File: config.mk
export PLATFORM = sky130hd
export DESIGN_NAME = tile_bg_engine_v2
export DESIGN_NICKNAME = d
export VERILOG_FILES = /design/src/rtl/bg_pkg.sv /design/src/rtl/bg_scroll_regs.sv /design/src/rtl/tile_bg_engine_v2.sv
export SDC_FILE = /design/constraint.sdc
export NUM_CORES = 1
export LEC_CHECK = 0
export BUFFER_PORTS_ARGS = -buffer_cell sky130_fd_sc_hd__buf_2
export CORE_ASPECT_RATIO = 1.4
export CORE_MARGIN = 3
export CORE_UTILIZATION = 46
export CTS_CLUSTER_SIZE = 30
export DETAILED_ROUTE_END_ITERATION = 10
export PLACE_DENSITY = 0.74
export SYNTH_ARGS = -nofsm -noshare
export SYNTH_HDL_FRONTEND = slang
export SYNTH_SLANG_ARGS = --single-unit
export TNS_END_PERCENT = 50
File: constraint.sdc
create_clock -name clk_i -period 2.3 [get_ports clk_i]
set_clock_uncertainty 0.1 [all_clocks]
set_input_delay 0.115 -clock clk_i [delete_from_list [all_inputs] [get_ports clk_i]]
set_output_delay 0.115 -clock clk_i [all_outputs]
set_load 0.05 [all_outputs]
File: src/rtl/bg_pkg.sv
// Shared constants and tile-map word layout for the pipelined background engine.
package bg_pkg;

    localparam int          BG_LATENCY      = 4;
    localparam logic [11:0] TRANSPARENT_DEF = 12'h00F;

    // Tile-map RAM word: sheet column/row of the tile plus flip and enable flags.
    typedef struct packed {
        logic [6:0] rsvd;
        logic       enable;
        logic       yflip;
        logic       xflip;
        logic [2:0] row;
        logic [2:0] col;
    } tile_word_t;

endpackage

File: src/rtl/bg_scroll_regs.sv
// Shadow/active scroll registers; shadow values move to active only on frame_start.
module bg_scroll_regs
    import bg_pkg::*;
#(
    parameter int XW = 10,
    parameter int YW = 9
) (
    input  logic          clk_i,
    input  logic          reset_i,
    input  logic          frame_start_i,
    input  logic          scroll_wr_i,
    input  logic [XW-1:0] scroll_x_in_i,
    input  logic [YW-1:0] scroll_y_in_i,
    output logic [XW-1:0] scroll_x_o,
    output logic [YW-1:0] scroll_y_o,
    output logic          scroll_pending_o
);

    logic [XW-1:0] shadow_x_q, shadow_x_d, active_x_q, active_x_d;
    logic [YW-1:0] shadow_y_q, shadow_y_d, active_y_q, active_y_d;
    logic          pending_q, pending_d;
    logic          apply;

    // A write coinciding with frame_start applies the old shadow and leaves the new one pending.
    assign apply = frame_start_i & pending_q;

    always_comb begin
        shadow_x_d = shadow_x_q;
        shadow_y_d = shadow_y_q;
        active_x_d = active_x_q;
        active_y_d = active_y_q;
        pending_d  = pending_q;
        if (apply) begin
            active_x_d = shadow_x_q;
            active_y_d = shadow_y_q;
            pending_d  = 1'b0;
        end
        if (scroll_wr_i) begin
            shadow_x_d = scroll_x_in_i;
            shadow_y_d = scroll_y_in_i;
            pending_d  = 1'b1;
        end
    end

    always_ff @(posedge clk_i) begin
        if (reset_i) begin
            shadow_x_q <= '0;
            shadow_y_q <= '0;
            active_x_q <= '0;
            active_y_q <= '0;
            pending_q  <= 1'b0;
        end else begin
            shadow_x_q <= shadow_x_d;
            shadow_y_q <= shadow_y_d;
            active_x_q <= active_x_d;
            active_y_q <= active_y_d;
            pending_q  <= pending_d;
        end
    end

    assign scroll_x_o       = active_x_q;
    assign scroll_y_o       = active_y_q;
    assign scroll_pending_o = pending_q;

endmodule

File: src/rtl/tile_bg_engine_v2.sv
// Fixed-latency tile-map background renderer: scroll -> map RAM -> sheet ROM -> colour.
module tile_bg_engine_v2
    import bg_pkg::*;
#(
    parameter int                 TILE_W_LOG2     = 4,
    parameter int                 TILE_H_LOG2     = 4,
    parameter int                 MAP_COLS_LOG2   = 6,
    parameter int                 MAP_ROWS_LOG2   = 5,
    parameter int                 SHEET_COLS_LOG2 = 3,
    parameter int                 SHEET_ROWS_LOG2 = 3,
    parameter int                 COLOR_W         = 12,
    parameter logic [COLOR_W-1:0] TRANSPARENT     = COLOR_W'(TRANSPARENT_DEF)
) (
    input  logic                                                          clk_i,
    input  logic                                                          reset_i,
    input  logic                                                          video_on_i,
    input  logic [9:0]                                                    x_i,
    input  logic [9:0]                                                    y_i,
    input  logic                                                          frame_start_i,
    input  logic [MAP_COLS_LOG2+TILE_W_LOG2-1:0]                          scroll_x_in_i,
    input  logic [MAP_ROWS_LOG2+TILE_H_LOG2-1:0]                          scroll_y_in_i,
    input  logic                                                          scroll_wr_i,
    output logic                                                          scroll_pending_o,
    output logic [MAP_COLS_LOG2+MAP_ROWS_LOG2-1:0]                        map_addr_o,
    input  logic [15:0]                                                   map_data_i,
    output logic [SHEET_ROWS_LOG2+TILE_H_LOG2+SHEET_COLS_LOG2+TILE_W_LOG2-1:0] rom_addr_o,
    input  logic [COLOR_W-1:0]                                            rom_data_i,
    output logic                                                          pixel_on_o,
    output logic [COLOR_W-1:0]                                            color_o
);

    localparam int WX_W = MAP_COLS_LOG2 + TILE_W_LOG2;
    localparam int WY_W = MAP_ROWS_LOG2 + TILE_H_LOG2;
    localparam int MA_W = MAP_COLS_LOG2 + MAP_ROWS_LOG2;
    localparam int RA_W = SHEET_ROWS_LOG2 + TILE_H_LOG2 + SHEET_COLS_LOG2 + TILE_W_LOG2;

    logic [WX_W-1:0] scroll_x;
    logic [WY_W-1:0] scroll_y;

    bg_scroll_regs #(.XW(WX_W), .YW(WY_W)) u_scroll (
        .clk_i            (clk_i),
        .reset_i          (reset_i),
        .frame_start_i    (frame_start_i),
        .scroll_wr_i      (scroll_wr_i),
        .scroll_x_in_i    (scroll_x_in_i),
        .scroll_y_in_i    (scroll_y_in_i),
        .scroll_x_o       (scroll_x),
        .scroll_y_o       (scroll_y),
        .scroll_pending_o (scroll_pending_o)
    );

    logic [WX_W-1:0]                  wx;
    logic [WY_W-1:0]                  wy;
    logic [MA_W-1:0]                  map_addr_q, map_addr_d;
    logic [1:0][TILE_W_LOG2-1:0]      offx_q;
    logic [1:0][TILE_H_LOG2-1:0]      offy_q;
    logic [BG_LATENCY-1:0]            vld_q;
    logic [1:0]                       en_q;
    tile_word_t                       tw;
    logic [TILE_W_LOG2-1:0]           col_pix;
    logic [TILE_H_LOG2-1:0]           row_pix;
    logic [RA_W-1:0]                  rom_addr_q, rom_addr_d;
    logic                             opaque;
    logic                             pixel_on_q;
    logic [COLOR_W-1:0]               color_q, color_d;

    // Torus wrap falls out of truncating the sums to the world width.
    assign wx = WX_W'(x_i) + scroll_x;
    assign wy = WY_W'(y_i) + scroll_y;

    always_comb begin
        map_addr_d = {wy[WY_W-1:TILE_H_LOG2], wx[WX_W-1:TILE_W_LOG2]};
        tw         = tile_word_t'(map_data_i);
        // TILE-1-off is the bitwise complement for power-of-two tiles.
        col_pix    = tw.xflip ? ~offx_q[1] : offx_q[1];
        row_pix    = tw.yflip ? ~offy_q[1] : offy_q[1];
        rom_addr_d = {SHEET_ROWS_LOG2'(tw.row), row_pix, SHEET_COLS_LOG2'(tw.col), col_pix};
        opaque     = vld_q[BG_LATENCY-1] & en_q[1] & (rom_data_i != TRANSPARENT);
        color_d    = opaque ? rom_data_i : '0;
    end

    always_ff @(posedge clk_i) begin
        if (reset_i) begin
            map_addr_q <= '0;
            offx_q     <= '0;
            offy_q     <= '0;
            vld_q      <= '0;
            en_q       <= '0;
            rom_addr_q <= '0;
            pixel_on_q <= 1'b0;
            color_q    <= '0;
        end else begin
            map_addr_q <= map_addr_d;
            offx_q     <= {offx_q[0], wx[TILE_W_LOG2-1:0]};
            offy_q     <= {offy_q[0], wy[TILE_H_LOG2-1:0]};
            vld_q      <= {vld_q[BG_LATENCY-2:0], video_on_i};
            en_q       <= {en_q[0], tw.enable};
            rom_addr_q <= rom_addr_d;
            pixel_on_q <= opaque;
            color_q    <= color_d;
        end
    end

    assign map_addr_o = map_addr_q;
    assign rom_addr_o = rom_addr_q;
    assign pixel_on_o = pixel_on_q;
    assign color_o    = color_q;

endmodule

# Word-level counts from Yosys, hierarchy flattened
# Index checks and enable logic that the tools add are counted.
word_totals:
  regBits: 99
op_classes:
  add_sub_neg: 2
  eq_ne: 1
  mux: 4
  bitwise: 6
  n_reduce_logical: 2
op_table:
  columns: ["cell", "n"]
  rows:
  - ["12-bit by 4-bit inequality test with 1-bit output, second input constant", 1]
  - ["10-bit adder", 1]
  - ["9-bit adder", 1]
  - ["4-bit 2-to-1 mux", 2]
  - ["4-bit NOT", 2]
  - ["1-bit AND", 3]
  - ["1-bit 2-to-1 mux", 2]
  - ["2-bit nonzero test", 1]
  - ["2-bit OR reduction", 1]
  - ["1-bit NOT", 1]

# Depth between registers and ports, before layout
# Gate-level depths: netlist (run 1).
depth:
  word_depth: 4
  mapped_depth: 8

# Hierarchy
# From an unflattened synthesis (run 1), not the netlist that was laid out.
unflattened:
  cells_unflattened: 376
  hier_area_um2: 3998.8
modules_own_cells:
  columns: ["mod", "instances", "cells_per_inst", "area_per_inst_um2", "seq_area_each_um2"]
  rows:
  - ["tile_bg_engine_v2", 1, 225, 2344.7, 1201.2]
  - ["bg_scroll_regs", 1, 151, 1654.1, 780.7]

# Worst setup path before layout (run 1)
# OpenSTA, ideal clock, no wires.
synth_timing:
  kind: "register -> register"
  startpoint: "reg u_scroll.active_x_q[0], in the netlist u_scroll.scroll_x_o[0]"
  endpoint: "reg map_addr_q[4], in the netlist map_addr_o[4]"
  setup_ps: 123
  arrival_ps: 1927
  t_required_ps: 2077
  setup_slack_ps: 149
  stages_incl_launch_ff: 9
  path_buffers: 0
  period_less_slack_ps: 2151
  path_cell_list: "dfxtp_1 > ha_1 > inv_1 > fa_1 > nor2b_4 > o31a_1 > or4_1 > a31oi_1 > mux2_1"
synth_via:
  elab_chain_cells: 1
synth_rtl:
  columns: ["item", "line", "source"]
  rows:
  - ["start, declared", "bg_scroll_regs.sv:19", "logic [XW-1:0] shadow_x_q, shadow_x_d, active_x_q, active_x_d;"]
  - ["start signal, assigned", "bg_scroll_regs.sv:55", "active_x_q <= active_x_d;"]
  - ["10-bit adder", "tile_bg_engine_v2.sv:68", "assign wx = WX_W'(x_i) + scroll_x;"]
  - ["end signal, assigned", "tile_bg_engine_v2.sv:93", "map_addr_q <= map_addr_d;"]
  - ["end, declared", "tile_bg_engine_v2.sv:54", "logic [MA_W-1:0] map_addr_q, map_addr_d;"]
# No other way between the ends.
# A chain may end at the register's enable or synchronous reset.

# Worst setup path after layout (run 1)
# Same ends and word-level chain as after synthesis.

==> summary by stage, run 1 <==
Clocking
At the later pin of the worst-skew pair, clock insertion delay measures roughly 0.36 ns. The total number of H-tree levels is 3. The clock-pin slew on the worst setup and hold paths is around 0.090 ns. In this run, CTS created clock tree buffers numbering 9. For this design, the sink count on the clock tree is between 90 and 100. The number of buffers between clock root and the deepest sink is 2. The root buffer cell is clkbuf_8. TritonCTS built the clock tree.

Global routing
The via count of the first global-routing pass is between 2000 and 3000. In the global route stage, overall resource usage came out at 16.8%. Entering global routing, the biggest net connects 46 pins. The first global-routing pass estimated between 10000 and 15000 µm of wire.

The total congestion overflow is 0. The initial antenna violation count is 0.

Cells and area
The ratio of cells with drive above 1 in the final layout is about a quarter. 0 antenna diodes ended up in the layout. The area of all placed cells without fillers is 4960 µm².

From synthesis to final layout, the design area changed by 34.5%. The net count of the finished layout is 609. The post-layout utilization of the core is about 64%. The final non-filler cell total is 623.

Worst setup path
The slowest library cell on the worst path is or4_1. STA classifies the critical path endpoint as a flop. Setup slack on the worst reg-to-reg path comes out at around 0.059 ns. Traced cell by cell, the critical path runs through ha_2 -> inv_2 -> fa_2 -> nor2b_4 -> o31a_1 -> or4_1 -> a31oi_1 -> mux2_1. The path type of the worst setup path is flop to flop. The length in cells of the worst reg-to-reg path is 8.

The worst endpoint required time is 2.45 ns. The startpoint type of the worst setup path is a flop. On the worst path, the slowest cell contributes a delay of ~0.41 ns. Of all nets on the critical path, the largest fanout is 3. Data arrives at the worst endpoint at 2.39 ns.

Floorplanning
Once the floorplan was initialized, standard cells occupied between 40% and 50% of the core. In this run the horizontal extent of the chip is ~82 µm. The floorplan die height is approximately 110 µm. The die covers between 9000 and 10000 µm². Row generation in the floorplan step produced 38 rows. Pin placement for this block handled 111 I/O pins. The region available for standard cell placement spans 7750 µm².

Drt
The mean number of vias per cell is approximately 4.7. Once detail routing completed, the nets flagged for antenna violations numbered 0. The residual DRC count is 0. The average wire per standard cell is between 10 and 15 µm. Across all layers, the routed design uses 2903 vias. The DRC violation total after the first TritonRoute iteration is 99. The aggregate routed wire length is about 7000 µm. The length of the first detailed-routing pass in iterations is 4.

Pwr
Dividing total power by cell area gives a power density of 695 nW/µm². The worst-case IR drop observed on VDD is 0.504 mV. In this run the static leakage power is roughly 2.3 nW.

Yosys
The post-synthesis area per instance is 9.83 µm². Yosys mapped the design onto 33 distinct sky130hd cell types. The fraction of registers with async set/reset is 0%. The netlist area before placement is 3680 µm². Counting every net in the synthesized netlist gives around 470. The synthesized design spends more area on one cell type than any other, namely dfxtp_1. Yosys printed 0 warnings. The number of enable flip-flop cells after synthesis is 0. The dominant cell by count in the synthesized netlist is dfxtp_1. Sorting the synthesized cells by how often they occur yields dfxtp_1, nand2_1, nor2_1. In the post-synthesis netlist, the biggest area contributors are dfxtp_1, ha_1, mux2i_1. The synthesized design contains 99 register bits. In the synthesized netlist, the number of instances is 375. The area share of the leading cell type in the synthesized netlist is 53.8%.

The part of the Yosys area used for sequential elements is 53.8%. The leading register cell type out of synthesis is dfxtp_1.

Status
The run finished with clean final reports.

Placement
The wire-length estimate of the detail-placed layout is a little over 5000 µm. The number of buffers inserted by port buffering is around 100. The post-place instance area is about 4300 µm². Counting tap cells, the placed design contains a total of 561 instances. The final weighted congestion of routability-driven global placement is 0.828.

Timing
At the pin with the least slew margin, the transition time is between 1 and 1.5 ns. The max-slew violation count is 0. The top achievable clock speed is around 450 MHz.

In this run the tightest slew margin relative to its limit is 30.5%. The clock period could shrink to about 2.2 ns. The part of the cycle the worst path needs is slightly below 100%. The number of endpoints with negative hold slack in the final report is 0. Setup repair after global routing could not meet its margin everywhere.

The final-report setup violation count is 0.

Min path
The worst min-delay path category is input port to flop. The worst hold path depth is 4.

Job
The tool flagged a number of max-cap violations equal to 0.
==> final timing paths <==
kind,startpoint,to
setup reg to reg,u_scroll.scroll_x_o[0],map_addr_o[4]
hold / removal,y_i[8],map_addr_o[10]
hold reg to reg,offx_q[3],offx_q[7]
setup / recovery,u_scroll.scroll_x_o[0],map_addr_o[4]
==> metrics by stage <==
stage / worst slack [ns] / setup TNS (ns) / hold slack, ns / power [mW]
2_1_floorplan: 0.149 / 0 / 0.137 / 2.13
3_3_place_gp: 0.0920 / 0 / 0.224 / 2.24
3_5_place_dp: 0.0252 / 0 / 0.232 / 2.25
4_1_cts: 0.0167 / 0 / 0.00427 / 3.49
5_1_grt: -0.0296 / -0.0296 / 0.0257 / 3.62
6_report: 0.0592 / 0 / 0.0256 / 3.45
==> placed cells by master (no fill, tap or decap), types with 2 or more instances in the layout <==
cell type / Yosys / routed
and2_1: 13 / 13
xor2_1: 4 / 4
dlygate4sd3_1: 0 / 46
or3_1: 2 / 2
inv_1: 5 / 4
ha_1: 17 / 16
clkinvlp_4: 0 / 4
a21o_1: 4 / 4
clkbuf_8: 0 / 9
o21a_1: 4 / 4
nand2b_1: 3 / 3
a211oi_1: 7 / 6
buf_2: 0 / 102
o21ai_0: 7 / 7
o21bai_1: 3 / 3
nor4_1: 2 / 2
buf_4: 0 / 2
nor2b_1: 24 / 24
xnor2_1: 13 / 13
nand2_1: 43 / 43
bufinv_16: 0 / 2
nor2_1: 40 / 40
mux2i_1: 19 / 19
a21oi_1: 28 / 28
a31oi_1: 2 / 2
nor3_1: 7 / 7
dfxtp_1: 99 / 98
==> metal layers <==
metal  vias up  wire length, µm  GRT usage, %  share of wire [%]
li1       1531                -             -                  -
met1      1288             3100          18.7                 43
met2        75             3480          28.7                 48
met3         9              480          5.83                6.7
met4         0              141          6.54                2.0
met5         -                0             0                  0
==> sequential cells by signal, indices dropped and copies added (netlist names) <==
signal,flops
rom_addr_o,14
color_o,12
map_addr_o,11
u_scroll.scroll_x_o,10
u_scroll.shadow_x_q,10
u_scroll.scroll_y_o,9
u_scroll.shadow_y_q,9
offx_q,8
offy_q,8
vld_q,4
en_q,2
pixel_on_o,1
u_scroll.scroll_pending_o,1
==> critical path, delay by kind of cell, from the launching register on <==
kind / cells / cell delay [ns]
compound gates: 2 / 0.46
simple gates: 2 / 0.46
fa+ha+maj: 2 / 0.39
flops: 1 / 0.33
mux: 1 / 0.33
buf+inv: 1 / 0.06
==> power by group <==
group | total (mW) | switching, mW | internal (mW)
Sequential | 1.81 | 0.0255 | 1.79
Clock | 1.18 | 0.565 | 0.612
Combinational | 0.456 | 0.259 | 0.197
==> layout make-up <==
class	count	area, µm²
fillers	639	2790
flip-flops and latches	99	1980
multi-input cells	253	1630
repair buffers	150	986
clock buffers	10	128
well taps	100	125
clock inverters	6	90.1
inverters	5	18.8
==> cells by family after synthesis <==
group / share of synthesized area (%)
AND/OR/NAND/NOR: 18.3
flip-flops: 53.8
AO/OA/AOI/OAI: 9.24
buffers and inverters: 2.34
multiplexers: 5.47
adder cells (fa/ha/maj): 6.86
XOR/XNOR: 4.04
==> what timing repair did <==
action / in CTS / in global routing
setup endpoints to repair: 0 / 3
endpoints found under the hold margin: 54 / 0
buffers inserted: 0 / 0
hold buffers: 46 / 0
gates resized for setup: 0 / 5
Power figures use the tool's default switching activity.
==> inputs of run 2 (changes only) <==
GPL_TIMING_DRIVEN = 0   (was not set)
==> run 2 against run 1 <==
Compared with the run above: clock-buffer cell count is the same; design area grew 0.25%; global-route usage grew 1.6 points; sequential share of layout area shrank 0.10 points; largest power group unchanged; clock power is essentially flat; die area is the same; power grew 1.2%; via count grew 2.0%; critical endpoint unchanged.
==> summary by stage, run 2 (synthesis results as in run 1) <==
Worst setup path
The worst setup path is captured at a flop. The setup path with the least slack is of type flop to flop. The kind of cell with the highest combined delay along the critical path is compound AO/OA/AOI/OAI gates.

The worst endpoint required time is 2.46 ns (about the same). The length in cells of the worst reg-to-reg path came to 8 (unchanged). The worst path arrival time was 2.43 ns (+0.04 ns).

The number of stages on the worst setup path is 8 (unchanged). Walking the worst path, the cells encountered are ha_4 -> inv_2 -> fa_2 -> nor2b_4 -> o31a_1 -> or4_1 -> a31oi_1 -> mux2_1. The slowest library cell on the worst path is or4_1.

The startpoint type of the worst setup path is a flop. The highest cell delay on the worst timing path was 0.41 ns (about the same). The sum of buffers and inverters on the critical path is 1 (unchanged).

The critical-path maximum fanout was 3 (unchanged).

Drt
The mean number of vias per cell is 4.69 (+0.58%). The highest metal layer carrying signal wires in the routed design is met4. The antenna violation net count after detailed routing was 0 (unchanged). The total via count after detailed routing came to 2962 (+2.0%). The length of routed met2 wiring is 4230 µm (+22%). The length of the first detailed-routing pass in iterations was 5 (+1). The aggregate routed wire length came to 8090 µm (+12%).

The average wire per standard cell is 12.8 µm (+11%). The routed length on met3 is 440 µm (-8.3%). The post-route met1 wirelength is 3250 µm (+4.8%). The residual DRC count is 0 (unchanged). The DRC violation total after the first TritonRoute iteration was 107 (+8.1%).

Floorplanning
The floorplan die height was 112 µm (unchanged). The total number of placement rows is 38 (unchanged). The area of the core is 7750 µm² (unchanged). The die outline area is 9140 µm² (unchanged).

The initial core utilization came to 47.5% (unchanged). The die span in x is 81.6 µm (unchanged). The I/O pin count came to 111 (unchanged).

Min path
The worst hold path depth is 3 (-1). The worst min-delay path category is input port to flop.

Pwr
The worst vdd rail ir drop is 0.432 mV (-14%). The static power due to leakage was 2.24 nW (-0.75%). The power density over the cells came to 702 nW/µm² (+0.94%).

Timing
The final period demand of the worst path came to 2.27 ns (+0.0305 ns). The final total negative setup slack is 0 ns (unchanged). The worst relative slew slack is 54.6% (+24 points). The top achievable clock speed came to 440 MHz (-1.3%).

The worst hold slack is 0.00958 ns (-0.0160 ns). The actual transition at the worst max-transition pin came to 0.681 ns (-0.355 ns). Setup repair after global routing could not meet its margin everywhere. The number of endpoints with negative hold slack in the final report came to 0 (unchanged). The part of the cycle the worst path needs came to 98.8% (+1.3 points).

The max-slew violation count is 0 (unchanged). The final-report setup violation count was 0 (unchanged).

Cells and area
The synthesis-to-finish area growth is 34.9%. The net count reported at finish is 618 (+1.5%). The number of flip-flops under the largest register name came to 14 (unchanged). The top cell types in the final layout, fill and taps aside, are dfxtp_1, buf_2, nand2_1, dlygate4sd3_1, nor2_1. The ratio of cells with drive above 1 in the final layout is 22.7% (-1.5 points). The fill cell instance count of the final layout came to 645 (+0.94%).

The area taken by multi-input logic gates is 1640 µm² (+0.62%). The final non-filler cell total was 632 (+1.4%). The area used by sequential logic in the layout was 1980 µm² (unchanged). The number of diodes is 0 (unchanged).

Clocking
The clock-pin slew on the worst setup and hold paths is 0.09 ns (about the same). The CTS tree is built. The number of clock sinks is 99 (unchanged). The total number of H-tree levels is 3 (unchanged).

The root buffer cell is clkbuf_8. The clock latency of the later-clocked register in the worst-skew pair came to 0.37 ns (about the same). The CTS buffer count is 9 (unchanged). The number of buffers between clock root and the deepest sink is 2 (unchanged).

Global routing
The total global-route track usage was 18.4% (+1.6 points). The via count of the first global-routing pass is 2938 (+3.3%). The pin count of the biggest net entering global routing was 17 (-63%). The total congestion overflow is 0 (unchanged). The global-route wire length before repair is 12800 µm (+7.1%). The initial antenna violation count is 0 (unchanged).

Placement
The final weighted congestion of routability-driven global placement is 0.846 (+2.1%). The cell count after placement is 573 (+2.1%). The number of buffers inserted by port buffering came to 98 (-3.9%). The placed wire-length estimate after detailed placement is 5710 µm (+13%).

Status
The run finished with clean final reports.

Job
The reported max-cap violation count is 0 (unchanged).
==> run 2: cell types whose count changed in the layout (fill, tap and decap cells not counted), moves of 2 or more <==
| cell | delta |
|---|---|
| buf_2 | -4 |
| dlygate4sd3_1 | -3 |
| buf_1 | +3 |
| buf_4 | -2 |
| clkbuf_1 | +15 |
==> run 2: routing by layer <==
metal	track usage [%]	vias up
met4	8.31	0
met3	4.05	12
met5	0	-
met2	33.5	82
met1	19.7	1314
li1	-	1554
==> run 2: timing repair <==
item / CTS / global route
hold endpoints to repair: 43 / 0
resized for setup: 0 / 6
buffers inserted: 0 / 0
endpoints found under the setup margin: 0 / 2
hold buffers: 43 / 0
==> run 2: through the flow <==
| step | total power, mW | cell area (µm²) | utilization [%] | setup WS (ns) |
|---|---|---|---|---|
| floorplan | 2.13 | 3680 | - | 0.149 |
| global placement | 2.25 | 4300 | 55.5 | 0.0450 |
| detailed placement | 2.26 | 4300 | 55.5 | 0.0200 |
| CTS | 3.51 | 4950 | 63.9 | 0.00824 |
| global route | 3.63 | 4970 | 64.1 | -0.0637 |
| finish | 3.49 | 4970 | 64.1 | 0.0287 |
==> run 2: path summary, 6_finish.rpt <==
kind / from / slack (ns) / endpoint
setup / recovery: u_scroll.scroll_x_o[0] / 0.03 / map_addr_o[4]
hold reg to reg: offx_q[3] / 0.34 / offx_q[7]
hold / removal: y_i[0] / 0.01 / offy_q[0]
setup reg to reg: u_scroll.scroll_x_o[0] / 0.03 / map_addr_o[4]
==> run 2: layout make-up <==
class                      count  share of cell area [%]
buffer                        18                    1.36
clock buffer                  10                    2.57
inverter                       5                   0.378
timing repair buffer         141                    18.5
clock inverter                 6                    1.81
sequential                    99                    39.9
tap                          100                    2.52
multi-input combinational    253                    32.9
==> run 2: report_power, final <==
group	switching (mW)	total [mW]	internal (mW)
combinational	0.270	0.466	0.196
clock	0.596	1.21	0.612
sequential	0.0262	1.82	1.79
==> run 2: worst reg2reg max path: cells and delay by family (launching register included) <==
kind / cells / cell delay, ns
flip-flops: 1 / 0.35
multiplexers: 1 / 0.34
AO/OA/AOI/OAI: 2 / 0.46
AND/OR/NAND/NOR: 2 / 0.46
buffers and inverters: 1 / 0.06
adder cells (fa/ha/maj): 2 / 0.39
==> inputs of run 3 (changes only) <==
SETUP_SLACK_MARGIN = 0.5   (was not set)
==> run 3 against run 2 <==
Compared with the run above: sequential share of layout area fell by 0.64 points; worst setup slack better by 0.048 ns; clock power fell by 20%; sequential power about the same; worst hold slack improved by 0.018 ns; core utilization grew 1.2 points; critical path depth stayed put; non-clock buffer count rose by 5; maximum frequency rose by 2.1%; first-iteration DRC count down 13%; power down 6.3%; register-to-register slack improved by 0.05 ns; critical endpoint unchanged.
==> summary by stage, run 3 (synthesis results as in run 1) <==
Timing
The worst hold slack is 0.0276 ns (+0.0180 ns). The setup slack after layout is 0.0764 ns (+0.0476 ns). The worst relative slew slack is 50.3% (-4.3 points). The actual transition at the worst max-transition pin is 0.745 ns (+0.0641 ns). The number of endpoints with negative hold slack in the final report is 0 (unchanged). The final period demand of the worst path was 2.22 ns (-0.0476 ns). The max-slew violation count came to 0 (unchanged).

Setup repair after global routing could not meet its margin everywhere. The top achievable clock speed is 450 MHz (+2.1%). The part of the cycle the worst path needs is 96.7% (-2.1 points). The final-report setup violation count is 0 (unchanged).

Placement
The final weighted congestion of routability-driven global placement was 0.870 (+2.8%). The number of buffers inserted by port buffering was 98 (unchanged). The pre-CTS setup slack is -0.00772 ns (-0.0277 ns). The post-place instance area was 4300 µm² (about the same).

The placed wire-length estimate after detailed placement came to 5610 µm (-1.6%).

Floorplanning
The die span in x is 81.6 µm (unchanged). The floorplan die height is 112 µm (unchanged). The die outline area is 9140 µm² (unchanged). The total number of placement rows is 38 (unchanged). The initial core utilization was 47.5% (unchanged). The I/O pin count is 111 (unchanged). The area of the core is 7750 µm² (unchanged).

Clocking
The number of clock sinks is 99 (unchanged). The number of buffers between clock root and the deepest sink is 2 (unchanged). TritonCTS built the clock tree.

CTS placed an instance of clkbuf_8 at the clock tree root. The clock latency of the later-clocked register in the worst-skew pair is 0.36 ns (about the same). The clock-pin slew on the worst setup and hold paths is 0.09 ns (about the same).

The CTS buffer count is 9 (unchanged). The total number of H-tree levels is 3 (unchanged).

Job
The reported max-cap violation count is 0 (unchanged).

Cells and area
The library cell used most frequently in the layout, excluding fill and tap cells, is buf_2. The number of flip-flops under the largest register name is 14 (unchanged). The fill cell instance count of the final layout is 625 (-3.1%).

The number of diodes was 0 (unchanged). The post-layout utilization of the core was 65.4% (+1.2 points). In the layout the commonest cells are buf_2, dfxtp_1, nand2_1.

The ratio of cells with drive above 1 in the final layout was 27.7% (+5.0 points). The area of all placed cells without fillers is 5070 µm² (+1.9%). The synthesis-to-finish area growth is 37.5%.

The net count reported at finish is 623 (+0.81%).

Drt
The total via count after detailed routing came to 3008 (+1.6%). The average wire per standard cell is 12.8 µm (+0.11%). The mean number of vias per cell was 4.72 (+0.76%).

The DRC violation total after the first TritonRoute iteration is 93 (-13%). The residual DRC count is 0 (unchanged). The length of the first detailed-routing pass in iterations is 4 (-1). The aggregate routed wire length was 8160 µm (+0.90%). The antenna violation net count after detailed routing is 0 (unchanged).

Worst setup path
The critical-path maximum fanout was 3 (unchanged). The signal on the critical path passes through ha_4 -> inv_2 -> fa_2 -> nor2b_4 -> o31a_1 -> or4_4 -> a31oi_4 -> mux2_4. The highest cell delay on the worst timing path is 0.44 ns (+0.03 ns). The critical path in this run is classified as flop to flop. STA classifies the critical path startpoint as a flop.

For this design, the slowest cell found on the critical path is or4_4. The worst path arrival time is 2.37 ns (-0.06 ns). The worst endpoint required time is 2.45 ns (about the same).

The kind of end point of the critical path is a flop.

Pwr
The worst vdd rail ir drop came to 0.431 mV (-0.42%). The static power due to leakage came to 2.27 nW (+1.2%). The power density over the cells is 645 nW/µm² (-8.1%).

Global routing
The total congestion overflow is 0 (unchanged). The total global-route track usage was 18.4% (-0.027 points). The pin count of the biggest net entering global routing was 17 (unchanged). The via count of the first global-routing pass came to 3010 (+2.5%).

The initial antenna violation count was 0 (unchanged). The global-route wire length before repair is 12900 µm (+0.16%).

Min path
The worst min-delay path category is input port to flop.

Status
The run finished with clean final reports.
==> run 3: changes by cell type in the layout (fill, tap and decap cells not counted), sizes merged <==
cell	delta
clkinvlp	-3
buf	+6
clkinv	+4
inv	+1
bufinv	-2
dlygate4sd3	-1
==> run 3: worst paths after layout <==
path / from / end / slack, ns / cells past startpoint
min reg2reg: offx_q[2] / offx_q[6] / 0.35 / 1
max: u_scroll.scroll_x_o[0] / map_addr_o[4] / 0.08 / 8
max reg2reg: u_scroll.scroll_x_o[0] / map_addr_o[4] / 0.08 / 8
min: y_i[8] / map_addr_o[10] / 0.03 / 4
==> run 3: layer usage <==
layer	wire, µm	track usage (%)	share of wire (%)	vias to the layer above
met1	3280	19.4	40	1348
met5	0	0	0	-
met4	252	10.1	3.1	0
met2	4120	32.5	51	81
li1	-	-	-	1560
met3	510	4.45	6.2	19
==> run 3: layout make-up <==
| type | count | area [µm²] | share of cell area (%) |
|---|---|---|---|
| Sequential cell | 99 | 1990 | 39.3 |
| Multi-Input combinational cell | 253 | 1740 | 34.4 |
| Timing Repair Buffer | 146 | 956 | 18.9 |
| Clock buffer | 10 | 128 | 2.52 |
| Tap cell | 100 | 125 | 2.47 |
| Buffer | 18 | 68.8 | 1.36 |
| Clock inverter | 6 | 40.0 | 0.790 |
| Inverter | 5 | 18.8 | 0.370 |
==> run 3: timing repair <==
item	CTS	global route
setup endpoints to repair	7	25
endpoints found under the hold margin	42	0
setup buffers	3	3
gates resized for setup	13	20
pin swaps	14	16
hold buffers	42	0
==> run 3: per-stage QoR <==
step | TNS, ns | total power, mW | cells
floorplan | 0 | 2.13 | 375
global placement | 0 | 2.25 | 573
detailed placement | -0.00772 | 2.26 | 573
CTS | -0.0110 | 3.29 | 634
global route | 0 | 3.42 | 637
finish | 0 | 3.27 | 637
==> run 3: worst max-delay path, delay by kind of cell (launching register included) <==
family | cells | cell delay (ns)
buffers and inverters | 1 | 0.05
adder cells (fa/ha/maj) | 2 | 0.37
AND/OR/NAND/NOR | 2 | 0.49
AO/OA/AOI/OAI | 2 | 0.46
flip-flops | 1 | 0.35
multiplexers | 1 | 0.31
==> run 3: where the power goes <==
group	leakage (nW)	internal (mW)	switching, mW
logic	1.36	0.203	0.275
clock network	0.0864	0.393	0.580
registers	0.817	1.79	0.0262
total	2.27	2.39	0.881
